===== src/rtl/simple_arch_pkg.sv =====
// simple_arch_pkg: shared phase encodings, branch opcodes, condition codes and flag bit indices
package simple_arch_pkg;
  typedef enum logic [2:0] {
    PH_IF   = 3'd0,
    PH_ID   = 3'd1,
    PH_EX   = 3'd2,
    PH_WB   = 3'd3,
    PH_HALT = 3'd4
  } phase_t;
  localparam logic [1:0]  BR_CLASS  = 2'b10;
  localparam logic [2:0]  OP2_JMP   = 3'b100;
  localparam logic [2:0]  OP2_JCC   = 3'b111;
  localparam logic [2:0]  COND_EQ   = 3'd0;
  localparam logic [2:0]  COND_LT   = 3'd1;
  localparam logic [2:0]  COND_LE   = 3'd2;
  localparam logic [2:0]  COND_NE   = 3'd3;
  localparam logic [15:0] HALT_WORD = 16'hFFFF;
  localparam int FLAG_S = 3;
  localparam int FLAG_Z = 2;
  localparam int FLAG_C = 1;
  localparam int FLAG_V = 0;
endpackage


===== src/rtl/branch_resolve.sv =====
// branch_resolve: combinational branch decision and PC-relative target from ir and flags
module branch_resolve
  import simple_arch_pkg::*;
#(
  parameter int AW = 8
) (
  input  logic [15:0]   ir,
  input  logic [3:0]    flags,
  input  logic [AW-1:0] pc,
  output logic          taken,
  output logic [AW-1:0] target
);
  logic w_z;
  logic w_lt;
  logic w_cond_ok;
  logic w_unused_c;
  assign w_z        = flags[FLAG_Z];
  assign w_lt       = flags[FLAG_S] ^ flags[FLAG_V];
  assign w_unused_c = flags[FLAG_C];
  // Condition codes 4..7 are reserved and never taken
  always_comb
    w_cond_ok = ir[10:8] == COND_EQ ? w_z :
                ir[10:8] == COND_LT ? w_lt :
                ir[10:8] == COND_LE ? (w_z | w_lt) :
                ir[10:8] == COND_NE ? !w_z : 1'b0;
  assign taken  = ir[15:14] == BR_CLASS &&
                  (ir[13:11] == OP2_JMP || (ir[13:11] == OP2_JCC && w_cond_ok));
  assign target = pc + AW'(1) + AW'($signed(ir[7:0]));
endmodule


===== src/rtl/pc_sequencer.sv =====
// pc_sequencer: IF/ID/EX/WB phase controller with PC, IR and SZCV flags; PC_SEQ_BRCNT_EN adds a taken-branch counter
module pc_sequencer
  import simple_arch_pkg::*;
#(
  parameter int            AW       = 8,
  parameter logic [AW-1:0] RESET_PC = '0
) (
  input  logic          clk,
  input  logic          rst_n,
  output logic          imem_req,
  output logic [AW-1:0] imem_addr,
  input  logic          imem_ack,
  input  logic [15:0]   imem_rdata,
  output logic [15:0]   ir_o,
  output logic [2:0]    phase_o,
  output logic [AW-1:0] pc_o,
  input  logic          exec_done,
  input  logic          flag_we,
  input  logic [3:0]    flag_in,
  output logic [3:0]    flag_o,
`ifdef PC_SEQ_BRCNT_EN
  output logic [15:0]   brcnt_o,
`endif
  output logic          halted
);
  phase_t        r_phase;
  logic [AW-1:0] r_pc;
  logic [15:0]   r_ir;
  logic [3:0]    r_flags;
  logic          r_req;
  logic          r_halted;
  logic          w_taken;
  logic [AW-1:0] w_target;
`ifdef PC_SEQ_BRCNT_EN
  logic [15:0]   r_brcnt;
  assign brcnt_o = r_brcnt;
`endif
  // Branch decision sees the flag register before any write in the same WB cycle
  branch_resolve #(.AW(AW)) u_br (
    .ir     (r_ir),
    .flags  (r_flags),
    .pc     (r_pc),
    .taken  (w_taken),
    .target (w_target)
  );
  // Phase FSM; imem_req is registered so it rises on IF entry from WB and drops the cycle after ack
  always_ff @(posedge clk) begin
    if (!rst_n) begin
      r_phase  <= PH_IF;
      r_pc     <= RESET_PC;
      r_ir     <= '0;
      r_flags  <= '0;
      r_req    <= 1'b0;
      r_halted <= 1'b0;
`ifdef PC_SEQ_BRCNT_EN
      r_brcnt  <= '0;
`endif
    end else begin
      case (r_phase)
        PH_IF: begin
          if (imem_ack) begin
            r_ir    <= imem_rdata;
            r_req   <= 1'b0;
            r_phase <= PH_ID;
          end else begin
            r_req   <= 1'b1;
          end
        end
        PH_ID: begin
          if (r_ir == HALT_WORD) begin
            r_phase  <= PH_HALT;
            r_halted <= 1'b1;
          end else begin
            r_phase  <= PH_EX;
          end
        end
        PH_EX: if (exec_done) r_phase <= PH_WB;
        PH_WB: begin
          if (flag_we) r_flags <= flag_in;
          r_pc    <= w_taken ? w_target : r_pc + AW'(1);
          r_req   <= 1'b1;
          r_phase <= PH_IF;
`ifdef PC_SEQ_BRCNT_EN
          if (w_taken && r_brcnt != 16'hFFFF) r_brcnt <= r_brcnt + 16'd1;
`endif
        end
        default: ;
      endcase
    end
  end
  assign imem_req  = r_req;
  assign imem_addr = r_pc;
  assign pc_o      = r_pc;
  assign ir_o      = r_ir;
  assign phase_o   = r_phase;
  assign flag_o    = r_flags;
  assign halted    = r_halted;
endmodule

===== config.mk =====
export PLATFORM = sky130hd
export DESIGN_NAME = pc_sequencer
export DESIGN_NICKNAME = d
export VERILOG_FILES = /design/src/rtl/simple_arch_pkg.sv /design/src/rtl/branch_resolve.sv /design/src/rtl/pc_sequencer.sv
export SDC_FILE = /design/constraint.sdc
export NUM_CORES = 1
export LEC_CHECK = 0
export BUFFER_PORTS_ARGS = -buffer_cell sky130_fd_sc_hd__buf_2
export CORE_MARGIN = 5
export CORE_UTILIZATION = 54
export DETAILED_ROUTE_END_ITERATION = 6
export PLACE_DENSITY_LB_ADDON = 0.2
export SYNTH_ARGS = -nofsm -noshare
export SYNTH_HDL_FRONTEND = slang
export SYNTH_SLANG_ARGS = --single-unit
export TNS_END_PERCENT = 20

===== constraint.sdc =====
create_clock -name clk -period 4.05 [get_ports clk]
set_clock_uncertainty 0.1 [all_clocks]
set_input_delay 1.0125 -clock clk [delete_from_list [all_inputs] [get_ports clk]]
set_output_delay 1.0125 -clock clk [all_outputs]
set_load 0.01 [all_outputs]

==> reports/results.tsv <==
metric	value	unit
Lkg Pwr	1.101	nW
Yosys top cell by area	dfxtp_1	
die area	0.004998	mm^2
Post-Syn Area	0.001989	mm^2
synthesis-to-layout area growth	19.37	%
# diodes	0	
top post-synthesis cells by count	50 x nand2_1, 33 x dfxtp_1, 21 x a21boi_0, 12 x a21oi_1, 11 x nor2_1	
Post-synth ARST share	0	%
grt ovf	0	
status	finished, final reports clean	
starting density of the core	55.17	%
initial antenna violation count	0	
# hold bufs at CTS	0	
Syn Inst Count	242	
Worst setup SP type	flip-flop	
CTS buffer count	5	
clk sinks	33	
gpl congestion	0.8531	
Detailed Place HPWL	3491	um
routed vias/inst	5.305	
post-cts sizing count	0	
measured slew at the worst slew-check pin	1.014	ns
I/O Buffers	65	
pre-CTS WS	1.092	ns
IO Count	66	
crit path capture type	flip-flop	
EDFF count, synth	0	
design area	0.002375	mm^2
ys flop type	dfxtp_1	
Final #Nets	333	
fmax	0.3360	GHz
antenna viol nets, final	0	
Clk pin slew, worst setup/hold paths	0.07	ns
worst hold slack	0.3594	ns
top-area cell type share of the netlist area	33.21	%
Max Root-Sink Buffers	2	
Post-Route WL	4627	um
Post-CTS Setup Inserts	0	
fraction of final layout cells with drive strength greater than 1	27.76	%
Avg Inst Size Synth	8.221	um^2
die width	70.70	um
Fin. Hold Viols	0	
Yosys reg bits	33	
Syn. warnings	0	
CTS H-tree depth	2	
Max Cap Viol	0	
RSZ-0062 raised after global routing	false	
Mapped Nets	277	
clk_lat worst skew	0.28	ns
Tmin final	2.976	ns
Crit path required time	4.16	ns
root buf cell	clkbuf_8	
vias	1841	
Worst Slack Setup Final	1.074	ns
main area contributors after synthesis	dfxtp_1 33%, nand2_1 9.4%, a21boi_0 7.9%	
PwrDens	331.1	mW/mm^2
critical path class	flip-flop to flip-flop	
CP arrival	3.09	ns
wire per inst	13.33	um
worst hold path class	flip-flop to flip-flop	
top-count cell post-synth	nand2_1	
largest net degree at the start of global routing	36	
Residual DRC	0	
Area after DPL	0.002258	mm^2
row cnt	22	
Rel. slew slack	32.18	%
CP max FO	8	
Worst VDD drop	0.2478	mV
vias in the first global route	1706	
Slew Viols, Final	0	
DR iter-0 viols	78	
Tot GR Track Use	18.61	%
core footprint	0.003606	mm^2
drt first pass iters	4	
first-pass GRT wire length	7631	um
final count of negative-setup-slack endpoints	0	
sequential area share after synthesis	33.21	%
Die Y	70.70	um
final critical-path share of the clock period	73.48	%
TritonCTS clock tree	built	
Netlist cell types	47	
Fin Setup TNS	0	ns
Final Util	65.86	%
[layout by cell type, fill, tap and decap left out, types with 2 or more instances in the layout]
| cell | count |
|---|---|
| buf_2 | 65 |
| nand2_1 | 50 |
| dfxtp_1 | 33 |
| a21boi_0 | 21 |
| a21oi_1 | 12 |
| nor2_1 | 11 |
| nand3_1 | 9 |
| ha_1 | 9 |
| xnor2_1 | 8 |
| o21ai_0 | 8 |
| mux2i_1 | 7 |
| clkbuf_8 | 6 |
| inv_1 | 5 |
| xor2_1 | 3 |
| nand4_1 | 3 |
| nor3_1 | 3 |
| nor2b_1 | 3 |
| a21o_1 | 3 |
| o22ai_1 | 3 |
| nand3_2 | 2 |
| or2_2 | 2 |
| or3_1 | 2 |
| o21bai_1 | 2 |
| a211oi_1 | 2 |
| a31oi_1 | 2 |
| and2_1 | 2 |
| nand3b_1 | 2 |
[sequential cells by signal, summed over array words and instances (netlist names)]
signal,flops
ir_o,16
halted,1
phase_o,3
imem_addr,8
imem_req,1
flag_o,4
[where the power goes]
part | leakage [nW] | internal, mW | switching (mW) | total, mW
clock | 0.0585 | 0.201 | 0.120 | 0.321
combinational | 0.773 | 0.0454 | 0.0607 | 0.106
sequential | 0.269 | 0.340 | 0.0191 | 0.360
[through the flow]
step	std cells	total power, mW
after floorplan	242	0.4321
after global placement	339	0.4711
after detailed placement	339	0.4742
after CTS	347	0.7907
after global routing	347	0.8251
final	347	0.7863
[cell type report]
| class | count | area (um^2) |
|---|---|---|
| clock buffers | 7 | 86.33 |
| clock inverters | 1 | 30.03 |
| fillers | 330 | 1231 |
| inverters | 6 | 22.52 |
| multi-input cells | 187 | 1190 |
| flip-flops and latches | 33 | 660.6 |
| well taps | 48 | 60.06 |
| repair buffers | 65 | 325.3 |
[logic make-up (layout without fill, tap and decap cells)]
kind of cell | after synthesis | in the layout | synth area share, %
flops | 33 | 33 | 33.21
fa+ha+maj | 10 | 10 | 6.667
buf+inv | 22 | 79 | 6.980
compound gates | 60 | 60 | 20.63
xor+xnor | 11 | 11 | 4.843
simple gates | 99 | 99 | 24.15
mux | 7 | 7 | 3.522
[worst max-delay path, stage by stage, from the launching register on]
cell and delay (ns):
dfxtp_1 0.48, nand3_2 0.16, or2_2 0.36, xnor2_1 0.21
ha_1 0.31, a21o_1 0.21, or3b_1 0.34, mux2i_1 0.17
nor2_1 0.08, o311ai_2 0.29, mux2i_1 0.22
[routing by layer]
metal  vias to the layer above  share of wire, %  track usage [%]
met4                         0              0.58            5.846
met3                         2               7.2            4.972
met5                         -                 0                0
met2                        49                45            30.69
li1                        947                 -                -
met1                       843                47            23.66
[final timing paths]
check | startpoint | endpoint | cells after the start | slack, ns
worst max register to register | imem_addr[2]$_SDFFE_PN0P_ | imem_addr[7]$_SDFFE_PN0P_ | 10 | 1.07
worst min-delay path | halted$_SDFFE_PN0P_ | halted$_SDFFE_PN0P_ | 1 | 0.36
worst min register to register | halted$_SDFFE_PN0P_ | halted$_SDFFE_PN0P_ | 1 | 0.36
worst max-delay path | imem_addr[2]$_SDFFE_PN0P_ | imem_addr[7]$_SDFFE_PN0P_ | 10 | 1.07
Power figures use the tool's default switching activity.
